<file path="src/rtl/uart_rx.sv">
// UART receiver: 2-FF input synchroniser, free-running baud counter, mid-bit sampling.
// Each received word is presented with a one-cycle valid strobe plus parity and framing status.
module uart_rx #(
    parameter int CLK_FRE     = 50,
    parameter int DATA_WIDTH  = 8,
    parameter int PARITY_ON   = 0,
    parameter int PARITY_TYPE = 0,
    parameter int BAUD_RATE   = 9600
) (
    input  logic                  i_clk_sys,
    input  logic                  i_rst_n,
    input  logic                  i_uart_rx,
    output logic [DATA_WIDTH-1:0] o_data_rx,
    output logic                  o_data_valid,
    output logic                  o_parity_err,
    output logic                  o_frame_err,
    output logic                  o_busy
);

    localparam int          CYCLE  = CLK_FRE * 1000000 / BAUD_RATE;
    localparam logic [15:0] SAMPLE = 16'(CYCLE / 2 - 1);
    localparam logic [15:0] LAST   = 16'(CYCLE - 1);
    localparam int          BW     = $clog2(DATA_WIDTH + 1);

    typedef enum logic [2:0] {IDLE, START, DATA, PARITY, STOP} state_t;

    state_t                state, state_nx;
    logic                  rx_m, rx_s, rx_d;
    logic [15:0]           cnt;
    logic [BW-1:0]         bit_cnt;
    logic [DATA_WIDTH-1:0] shift;
    logic                  par_mis;
    logic                  sample, bound;

    assign sample = (cnt == SAMPLE);
    assign bound  = (cnt == LAST);

    // rx_d is the edge-detect register; resetting it high avoids a false start edge.
    always_ff @(posedge i_clk_sys or negedge i_rst_n) begin
        if (!i_rst_n) begin
            rx_m <= 1'b1;
            rx_s <= 1'b1;
            rx_d <= 1'b1;
        end else begin
            rx_m <= i_uart_rx;
            rx_s <= rx_m;
            rx_d <= rx_s;
        end
    end

    always_ff @(posedge i_clk_sys or negedge i_rst_n) begin
        if (!i_rst_n) state <= IDLE;
        else          state <= state_nx;
    end

    always_comb begin
        state_nx = state;
        case (state)
            IDLE:   if (rx_d && !rx_s) state_nx = START;
            START: begin
                if (sample && rx_s) state_nx = IDLE;
                else if (bound)     state_nx = DATA;
            end
            DATA: begin
                if (bound && bit_cnt == BW'(DATA_WIDTH))
                    state_nx = (PARITY_ON != 0) ? PARITY : STOP;
            end
            PARITY: if (bound)  state_nx = STOP;
            STOP:   if (sample) state_nx = IDLE;
            default: state_nx = IDLE;
        endcase
    end

    // Stop is left at mid-bit so a back-to-back start edge is never missed.
    always_ff @(posedge i_clk_sys or negedge i_rst_n) begin
        if (!i_rst_n) begin
            cnt          <= '0;
            bit_cnt      <= '0;
            shift        <= '0;
            par_mis      <= 1'b0;
            o_data_rx    <= '0;
            o_data_valid <= 1'b0;
            o_parity_err <= 1'b0;
            o_frame_err  <= 1'b0;
            o_busy       <= 1'b0;
        end else begin
            o_data_valid <= 1'b0;
            o_busy       <= (state_nx != IDLE);

            if (state == IDLE || state_nx == IDLE) cnt <= '0;
            else if (bound)                        cnt <= '0;
            else                                   cnt <= cnt + 16'd1;

            if (state != DATA) bit_cnt <= '0;
            else if (sample) begin
                bit_cnt <= bit_cnt + BW'(1);
                shift   <= (shift >> 1) | (DATA_WIDTH'(rx_s) << (DATA_WIDTH - 1));
            end

            if (state == PARITY && sample)
                par_mis <= rx_s != ((PARITY_TYPE != 0) ? ^shift : ~^shift);

            if (state == STOP && sample) begin
                o_data_rx    <= shift;
                o_frame_err  <= ~rx_s;
                o_parity_err <= (PARITY_ON != 0) ? par_mis : 1'b0;
                o_data_valid <= 1'b1;
            end
        end
    end

endmodule

</file>
<file path="config.mk">
export PLATFORM = sky130hd
export DESIGN_NAME = uart_rx
export DESIGN_NICKNAME = d
export VERILOG_FILES = /design/src/rtl/uart_rx.sv
export SDC_FILE = /design/constraint.sdc
export NUM_CORES = 1
export LEC_CHECK = 0
export BUFFER_PORTS_ARGS = -buffer_cell sky130_fd_sc_hd__buf_2
export CAP_MARGIN = 20
export CORE_MARGIN = 3
export CORE_UTILIZATION = 58
export CTS_CLUSTER_DIAMETER = 150
export DETAILED_ROUTE_END_ITERATION = 8
export PLACE_DENSITY = 0.85
export SYNTH_ARGS = -nofsm -noshare
export SYNTH_HDL_FRONTEND = slang
export SYNTH_SLANG_ARGS = --single-unit
</file>
<file path="constraint.sdc">
create_clock -name i_clk_sys -period 2.4 [get_ports i_clk_sys]
set_input_delay 0 -clock i_clk_sys [delete_from_list [all_inputs] [get_ports i_clk_sys]]
set_output_delay 0 -clock i_clk_sys [all_outputs]
set_load 0.03 [all_outputs]
</file>
=== Yosys cells after proc, flatten, opt, wreduce, memory -nomap -nowiden ===
Cells that the tools add are included.

* Bits in registers: 45
* Input bits: 3
* Output and inout port bits: 12
* Logic and storage cells: 47

* $add $sub $neg: 2
* Equality and inequality tests: 8
* Muxes and demuxes: 12
* Bitwise operators: 3
* Reductions and logical operators: 11

{| class="wikitable"
|+ Operators by type and width
! kind !! count
|-
| two-way mux 16 bit || 2
|-
| two-way mux 3 bit || 6
|-
| adder 16 x 1 -> 16 bit (second input constant) || 1
|-
| == test 16 x 12 -> 1 bit (second input constant) || 1
|-
| == test 16 x 13 -> 1 bit (second input constant) || 1
|-
| case mux 3 bit (5 select lines) || 1
|-
| two-way mux 4 bit || 2
|-
| bitwise OR 7 x 8 -> 8 bit || 1
|-
| == test 3 x 2 -> 1 bit (second input constant) || 2
|-
| logical NOT 3 bit || 2
|-
| adder 4 x 1 -> 4 bit (second input constant) || 1
|-
| == test 4 bit (second input constant) || 1
|-
| logical AND 1 bit || 4
|-
| == test 3 x 1 -> 1 bit (second input constant) || 1
|-
| == test 3 bit (second input constant) || 1
|-
| inequality test 3 x 2 -> 1 bit (second input constant) || 1
|-
| nonzero test 3 bit || 1
|-
| inverter 1 bit || 2
|-
| AND reduction 2 bit || 1
|-
| nonzero test 2 bit || 1
|-
| logical NOT 1 bit || 1
|-
| logical OR 1 bit || 1
|-
| two-way mux 1 bit || 1
|}

=== Longest topological paths before layout ===
Gate-level depths: netlist of the first run.

* Word-level depth: 7
* Depth in mapped cells: 7
* Mapped depth without buffers: 7

=== Worst setup path after synthesis of the first run ===
Ideal clock, no wire load.

* Kind: flip-flop to flip-flop
* From: reg cnt[8]
* To: reg shift[0]
* Arrival time: 2.017 ns
* Setup slack: 0.258 ns
* Cell stages (with the launch flop): 7
* Buffers on the path: 1
* Period minus slack after synthesis: 2.142 ns
* Cell sequence: dfrtp_1 or4_4 nor3_4 nand2_2 or2_1 buf_6 mux2_4

* Word-level cells in the longest chain between the ends: 2

{| class="wikitable"
|+ Ends and longest elaborated chain
! item !! RTL line !! RTL
|-
| start, declared || 29 || <nowiki>logic [15:0] cnt;</nowiki>
|-
| start signal, assigned || 92 || <nowiki>else cnt <= cnt + 16'd1;</nowiki>
|-
| == test 16 x 12 -> 1 bit || 35 || <nowiki>assign sample = (cnt == SAMPLE);</nowiki>
|-
| AND reduction 2 bit (no source line) || n/a ||
|-
| end signal, assigned || 97 || <nowiki>shift <= (shift >> 1) | (DATA_WIDTH'(rx_s) << (DATA_WIDTH - 1));</nowiki>
|-
| end, declared || 31 || <nowiki>logic [DATA_WIDTH-1:0] shift;</nowiki>
|}

Every way passes these cells.
A chain may end at the register's enable or synchronous reset.

=== Worst setup path after layout of the first run ===
* From: reg cnt[7]
* To: reg shift[1]

Same word-level chain as after synthesis.

==> results.cfg, run 1 <==
[status]
status = finished clean

[grt]
grt_antenna_before_repair = 0
grt_pass1_wl_um = 6020
grtUsageTotal_pct = 18.5
gr-max-usage-layer = met2
grt_max_degree = 46
grtUsageMet2_pct = 29.8
overflow = 0
grt_pass1_vias = 1360
met3_usage_pct = 4.27
groute.layer.met1.usage_pct = 23.7

[sta]
grt_setup_unrepaired = no
fin_ws_ps = 181
maxSlewViolCount = 0
tightestPinTransition_ps = 966
tns_ps = 0
hold_viol = 0
clock_skew_ps = 11.4
setup_viol = 0
fmax_ghz = 0.451
fin_crit_sh_pct = 92.4
slew_headroom_pct = 35.6
fin_crit_ps = 2220

[finish]
antenna_cells = 0
num-fill-cells = 240
areaGrowthSynthToFinish_pct = 11.0
drive_above_1_share_pct = 26.8
final_nets = 203

[cts]
clock-root-buffer = clkbuf_4
clock-sinks = 45
cts_made_buffers = 5
clockBufferDepth = 2
clock_latency_ps = 350
clk_pin_slew_ps = 130
htree_num_levels = 2
cts_tree = built
cts_setup_buffers = 0

[yosys]
synth.top_cells.by_count = 42 x dfrtp_1, 26 x nor2_1, 13 x nand2_1, 11 x nand3_1, 11 x xor2_1
ys_ff_latch = 45
synth_edf_count = 0
syn_inst = 174
synth_top_cell_by_area = dfrtp_1
ys_top_cells_by_area = dfrtp_1 52%, mux2_4 5.9%, nor2_1 4.8%
synth_cell_type_count = 40
synth-async-reset-ratio_pct = 100
synth.avg_cell_area_um2 = 11.7
ys_warn_count = 0
ys.flop_type = dfrtp_1
ys_seq_area_share_pct = 55.6
syn_nets = 180
synth.top_cell.area_share_pct = 51.7
synth_area_mm2 = 0.00203
synth_most_common_cell = dfrtp_1

[placement]
place_hpwl_um = 2500
place_ws_ps = 194
portBuffers = 13
gp_congestion = 0.914

[pwr]
vdd.ir_drop.worst_v = 0.000537
p_leak_uw = 0.00112
power_density_mw_per_mm2 = 627

[floorplan]
initial_core_util_pct = 63.4
ios = 15
dieArea_mm2 = 0.00425
rows = 20
core_area_mm2 = 0.00320
fp.dieW_um = 65.2
die_h_um = 65.2

[run]
maxCapViolCount = 0

[route]
routed_wl_um = 3450
drc = 0
ant_nets = 0
drt_iter0_drc = 73
viasPerCell = 5.51
vias = 1333
dr.pass1.iters = 4
post_drt_wl_per_cell_um = 14.3

[critical_path]
critPathMaxFanout = 8
crit_path_start_kind = register
critical_path.slowest_cell = or4_4
required_ps = 2650
ff2ff_setup_slack_ps = 180
crit_path_max_incr_delay_ps = 550
endpoint_kind = register
cpLargestDelayFamily = simple AND/OR/NAND/NOR gates
crit_arrival_ps = 2470
path_class = reg2reg
path_cells = or4_4 > nor3_4 > nand2_2 > or2_1 > mux2_4
worst-path-buf-inv = 0

[worst_hold_path]
min_path_type = in2reg
[cells by family (layout without fill, tap and decap cells)]
family	count (synthesis)	count (layout)	share of synthesized area, %
buffers and inverters	9	33	2.28
AOI/OAI and AO/OA	9	9	3.02
xor gates and xnor gates	17	17	7.33
other	1	1	0.185
and+or+nand+nor	74	74	19.4
muxes	16	16	10.3
DFF	45	45	55.6
adders and majority gates	3	3	1.85
[layout make-up]
| class | count | area [um2] | area share, % |
|---|---|---|---|
| Sequential cell | 45 | 1130 | 50.1 |
| Multi-Input combinational cell | 120 | 863 | 38.3 |
| Timing Repair Buffer | 19 | 115 | 5.10 |
| Clock buffer | 7 | 65.1 | 2.88 |
| Tap cell | 44 | 55.1 | 2.44 |
| Inverter | 6 | 22.5 | 0.998 |
| Clock inverter | 1 | 5.00 | 0.222 |
[stage by stage]
stage | utilization (%) | instance area (um2) | total power, uW | hold WS (ps) | instances
finish | 70.4 | 2260 | 1410 | 291 | 242
global route | 70.4 | 2260 | 1490 | 268 | 242
CTS | 70.2 | 2250 | 1420 | 270 | 242
detailed placement | 67.4 | 2160 | 1030 | 107 | 232
global placement | 67.4 | 2160 | 1020 | 107 | 232
floorplan | - | 2030 | 976 | -296 | 174
[power breakdown]
part / internal [uW] / total [uW] / switching, uW
Combinational: 61.0 / 153 / 91.8
Sequential: 808 / 862 / 54.1
Clock: 170 / 398 / 228
Total: 1040 / 1410 / 374
[flip-flops by register name (all words and copies together) (netlist names)]
| name | cells |
|---|---|
| o_frame_err | 1 |
| state | 3 |
| o_busy | 1 |
| shift | 8 |
| bit_cnt | 4 |
| rx_m | 1 |
| o_data_rx | 8 |
| o_data_valid | 1 |
| rx_d | 1 |
| rx_s | 1 |
| cnt | 16 |
[cell usage in the layout (no fill, tap or decap), types with 2 or more instances in the layout]
cell           Yosys  routed
and3_2             2       2
xor2_1            11      11
o21ai_0            2       2
buf_2              1      13
dlygate4sd3_1      0       2
buf_4              1       4
dfrtp_1           42      42
clkbuf_8           0       2
inv_1              6       6
clkbuf_4           0       5
a311oi_1           2       2
mux2_2             8       8
xnor2_1            6       6
ha_1               3       3
nor2_1            26      26
nand2_1           13      13
nand4_1            4       4
dfstp_2            3       3
mux2_4             8       8
a21oi_1            3       3
nand3_1           11      11
[final timing paths]
check | startpoint | endpoint | cells past startpoint
max | cnt[7] | shift[1] | 5
min | i_uart_rx | rx_m | 2
max reg2reg | cnt[7] | shift[1] | 5
min reg2reg | rx_m | rx_s | 0
max in group asynchronous | i_rst_n | cnt[11] | 2
min in group asynchronous | i_rst_n | o_data_valid | 2
[routing by layer]
metal / part of all wire, % / wire length (um) / vias up
met5: 0 / 0 / -
met1: 46 / 1590 / 651
met2: 48 / 1670 / 27
li1: - / - / 646
met3: 3.4 / 117 / 9
met4: 2.1 / 72 / 0
[what timing repair did]
item / CTS / global route
setup endpoints to repair: 0 / 1
gates resized for setup: 0 / 1
hold buffers: 2 / 0
hold endpoints to repair: 43 / 0
Note: power is estimated with default switching activity, not from simulation.
==> run 2: changes to the inputs <==
--- a/config.mk
+++ b/config.mk
@@ -8,10 +8,10 @@
 export BUFFER_PORTS_ARGS = -buffer_cell sky130_fd_sc_hd__buf_2
 export CAP_MARGIN = 20
 export CORE_MARGIN = 3
-export CORE_UTILIZATION = 58
+export CORE_UTILIZATION = 38
 export CTS_CLUSTER_DIAMETER = 150
 export DETAILED_ROUTE_END_ITERATION = 8
-export PLACE_DENSITY = 0.85
+export PLACE_DENSITY = 0.63
 export SYNTH_ARGS = -nofsm -noshare
 export SYNTH_HDL_FRONTEND = slang
 export SYNTH_SLANG_ARGS = --single-unit
==> results.cfg, run 2 (same netlist as run 1, synthesis figures left out) <==
[status]
status = finished clean

[placement]
gp_congestion = 0.779
portBuffers = 13
place_hpwl_um = 2350

[critical_path]
path_cells = or4_4 > nor3_4 > nand2_2 > or2_1 > mux2_4
critical_path.slowest_cell = or4_4
crit_path_max_incr_delay_ps = 560
endpoint_kind = register
required_ps = 2590
path_class = reg2reg
crit_path_start_kind = register
critPathMaxFanout = 8
crit_arrival_ps = 2410

[sta]
maxSlewViolCount = 0
fmax_ghz = 0.449
setup_viol = 0
hold_viol = 0
fin_crit_ps = 2230
clock_skew_ps = 7.60
grt_setup_unrepaired = no
slew_headroom_pct = 35.6
tightestPinTransition_ps = 967
tns_ps = 0
fin_crit_sh_pct = 92.9

[grt]
grt_pass1_vias = 1192
grt_pass1_wl_um = 5670
grt_max_degree = 46
overflow = 0
grt_antenna_before_repair = 0
grtUsageTotal_pct = 11.7

[floorplan]
die_h_um = 79.1
core_area_mm2 = 0.00494
initial_core_util_pct = 41.1
ios = 15
dieArea_mm2 = 0.00626
fp.dieW_um = 79.1
rows = 25

[cts]
clk_pin_slew_ps = 80
clock-root-buffer = clkbuf_8
clock-sinks = 45
htree_num_levels = 2
clock_latency_ps = 300
cts_made_buffers = 5
clockBufferDepth = 2
cts_tree = built

[finish]
areaGrowthSynthToFinish_pct = 13.7
drive_above_1_share_pct = 27.0
final_nets = 205
ff_latch_area_mm2 = 0.00113
layout_commonest_cell = dfrtp_1
reg.largest.list = cnt x16, o_data_rx x8, shift x8
mostFrequentLayoutCells = 42 x dfrtp_1, 26 x nor2_1, 13 x nand2_1, 13 x buf_2
largest_reg_flops = 16
num-fill-cells = 476
antenna_cells = 0
multiInputGateArea_um2 = 856
regMostFlops = cnt

[route]
vias = 1300
drt_iter0_drc = 79
ant_nets = 0
viasPerCell = 4.87
drc = 0
dr.pass1.iters = 4
post_drt_wl_per_cell_um = 12.3
routed_wl_um = 3290

[pwr]
vdd.ir_drop.worst_v = 0.000430
power_uw = 1470
power_density_mw_per_mm2 = 635
p_leak_uw = 0.00112

[worst_hold_path]
min_path_type = in2reg

[run]
maxCapViolCount = 0
run 2: metal layers:
metal	vias to the layer above	global-route usage, %	routed length, um
met4	0	5.15	65
met1	629	16.7	1700
met3	7	3.06	115
met5	-	0	0
li1	641	-	-
met2	23	16.5	1420
run 2: metrics by stage:
stage	utilization, %	cell area [um2]	setup WS (ps)	hold slack (ps)	cells
2_1_floorplan	-	2030	258	-296	174
3_3_place_gp	44.6	2200	208	107	257
3_5_place_dp	44.6	2200	162	107	257
4_1_cts	46.7	2310	155	329	267
5_1_grt	46.7	2310	27.2	340	267
6_report	46.7	2310	171	345	267
run 2: critical path: cells and delay by family (launching register included):
family,cells,cell delay [ps]
DFF,1,440
muxes,1,360
and+or+nand+nor,4,1310
run 2: path summary, 6_finish.rpt:
check | slack (ps) | start | depth (start not counted) | to
worst max-delay path | 170 | cnt[8] | 5 | shift[5]
worst min-delay path | 340 | i_uart_rx | 2 | rx_m
worst max register to register | 170 | cnt[8] | 5 | shift[5]
worst min register to register | 360 | rx_m | 0 | rx_s
max in group asynchronous | 1400 | i_rst_n | 2 | state[2]
min in group asynchronous | 400 | i_rst_n | 2 | cnt[11]
run 2: report_power, final:
| part | total (uW) | switching [uW] | internal [uW] |
|---|---|---|---|
| logic | 153 | 90.3 | 62.8 |
| clock network | 453 | 248 | 205 |
| registers | 861 | 53.0 | 808 |
| total | 1470 | 392 | 1080 |
run 2: what timing repair did:
item                      4_1_cts  5_1_grt
buffers inserted                0        0
gates resized for setup         0        0
hold endpoints to repair       43        0
hold buffers                    2        0
run 2: final cells by class:
type	count	area share (%)
Tap cell	67	3.63
Clock buffer	6	3.14
Multi-Input combinational cell	120	37.1
Clock inverter	2	0.650
Timing Repair Buffer	21	5.63
Inverter	6	0.975
Sequential cell	45	48.9
==> run 3: changes to the inputs <==
--- a/config.mk
+++ b/config.mk
@@ -12,6 +12,7 @@
 export CTS_CLUSTER_DIAMETER = 150
 export DETAILED_ROUTE_END_ITERATION = 8
 export PLACE_DENSITY = 0.63
+export SETUP_SLACK_MARGIN = 0.4
 export SYNTH_ARGS = -nofsm -noshare
 export SYNTH_HDL_FRONTEND = slang
 export SYNTH_SLANG_ARGS = --single-unit
==> results.cfg, run 3 (same netlist as run 1, synthesis figures left out) <==
[sta]
clock_skew_ps = 4.16
slew_headroom_pct = 33.8
setup_viol = 0
maxSlewViolCount = 0
fin_crit_ps = 2020
fmax_ghz = 0.495
grt_setup_unrepaired = yes
fin_crit_sh_pct = 84.1
tns_ps = 0
tightestPinTransition_ps = 993
hold_viol = 0

[placement]
gp_congestion = 0.758
portBuffers = 13
place_hpwl_um = 2400
place_area_mm2 = 0.00220

[floorplan]
core_area_mm2 = 0.00494
initial_core_util_pct = 41.1
rows = 25
dieArea_mm2 = 0.00626
die_h_um = 79.1
ios = 15
fp.dieW_um = 79.1

[finish]
mostFrequentLayoutCells = 40 x dfrtp_1, 25 x nor2_1, 17 x buf_4, 13 x nand2_1, 13 x buf_2
reg.largest.list = cnt x16, o_data_rx x8, shift x8
largest_reg_flops = 16
ff_latch_area_mm2 = 0.00113
regMostFlops = cnt
multiInputGateArea_um2 = 918
layout_commonest_cell = dfrtp_1
drive_above_1_share_pct = 36.4
num-fill-cells = 463
final_nets = 219
areaGrowthSynthToFinish_pct = 22.4
fin_area_mm2 = 0.00249
antenna_cells = 0

[run]
maxCapViolCount = 0

[pwr]
p_clk_share_pct = 31.5
switchingPower_uw = 452
p_int_uw = 1110
combPwrFrac_pct = 13.8
netSwitchingFraction_pct = 28.9
power_density_mw_per_mm2 = 630
p_leak_uw = 0.00120
seqPwrFrac_pct = 54.7
vdd.ir_drop.worst_v = 0.000488

[grt]
grtUsageTotal_pct = 12.5
grt_pass1_vias = 1283
grt_max_degree = 46
grt_pass1_wl_um = 6120
grt_antenna_before_repair = 0
overflow = 0

[route]
wl_met1_um = 1830
routed_wl_um = 3750
dr.pass1.iters = 4
wl_met3_um = 120
post_drt_wl_per_cell_um = 13.4
ant_nets = 0
met2_length_um = 1780
drt_iter0_drc = 61
viasPerCell = 4.88
drc = 0
vias = 1372
top_layer = met4

[worst_hold_path]
min_path_type = in2reg
hold-path-cell-count = 2
holdPathEnd = rx_m
hold_start = i_uart_rx

[cts]
clock-root-buffer = clkbuf_8
cts_made_buffers = 5
htree_num_levels = 2
clockBufferDepth = 2
clk_pin_slew_ps = 90
clock_latency_ps = 300
cts_tree = built
clock-sinks = 45

[status]
status = finished clean

[critical_path]
crit_arrival_ps = 2210
reg2reg_to = shift[7]
required_ps = 2590
rr_worst_depth = 5
r2r-start = cnt[10]
endpoint_kind = register
ff2ff_setup_slack_ps = 380
critPathMaxFanout = 8
path_class = reg2reg
crit_path_start_kind = register
[run 3: cell types whose count changed in the layout (fill, tap and decap cells not counted), sizes merged]
cell and delta:
inv +1, o21bai +1, buf +13, clkinvlp -1, clkbuf -1, clkinv +1
[run 3: layout make-up]
cell class | count | area share, %
multi-input cells | 121 | 36.9
inverters | 6 | 0.906
flip-flops and latches | 45 | 45.5
well taps | 67 | 3.37
clock inverters | 3 | 1.01
repair buffers | 34 | 9.46
clock buffers | 5 | 2.77
[run 3: through the flow]
stage                     hold WS (ps)  setup slack (ps)  total power (uW)  instances  util, %
after floorplan                   -296               278               978        174        -
after global placement             107               202              1030        256     44.6
after detailed placement           113               128              1040        256     44.6
after CTS                          329               385              1570        276     49.1
after global routing               322               296              1650        281     50.3
final                              338               382              1570        281     50.3
[run 3: worst max-delay path by stage]
stage,start,endpoint,depth (start not counted)
final,cnt[10],shift[7],5
after global placement,cnt[2],shift[1],5
after global routing,cnt[10],o_data_rx[5],6
after floorplan,cnt[2],shift[0],6
after detailed placement,cnt[0],shift[7],6
after CTS,cnt[10],shift[7],5
[run 3: critical path, cell delays in order, from the launching register on]
cell     delay (ps)
dfrtp_1         390
or4b_4          550
nor3_4          250
nand2_2          90
or2_4           310
mux2_4          310
[run 3: per-layer routing]
layer  GRT usage (%)  up-vias
met5               0        -
li1                -      677
met4            4.64        0
met3            3.40        2
met1            16.7      678
met2            19.4       15
[run 3: timing repair]
action | in CTS | in global routing
setup buffers | 10 | 4
gates cloned | 0 | 1
hold buffers | 2 | 0
pin swaps | 2 | 6
endpoints found under the hold margin | 43 | 0
endpoints found under the setup margin | 32 | 37
gates resized for setup | 8 | 4
[run 3: power by group through the flow]
stage	combinational, uW	sequential (uW)	clock, uW
after global routing	235	866	545
after detailed placement	157	879	0
after CTS	205	855	506
after floorplan	107	871	0
final	216	857	493
after global placement	156	874	0
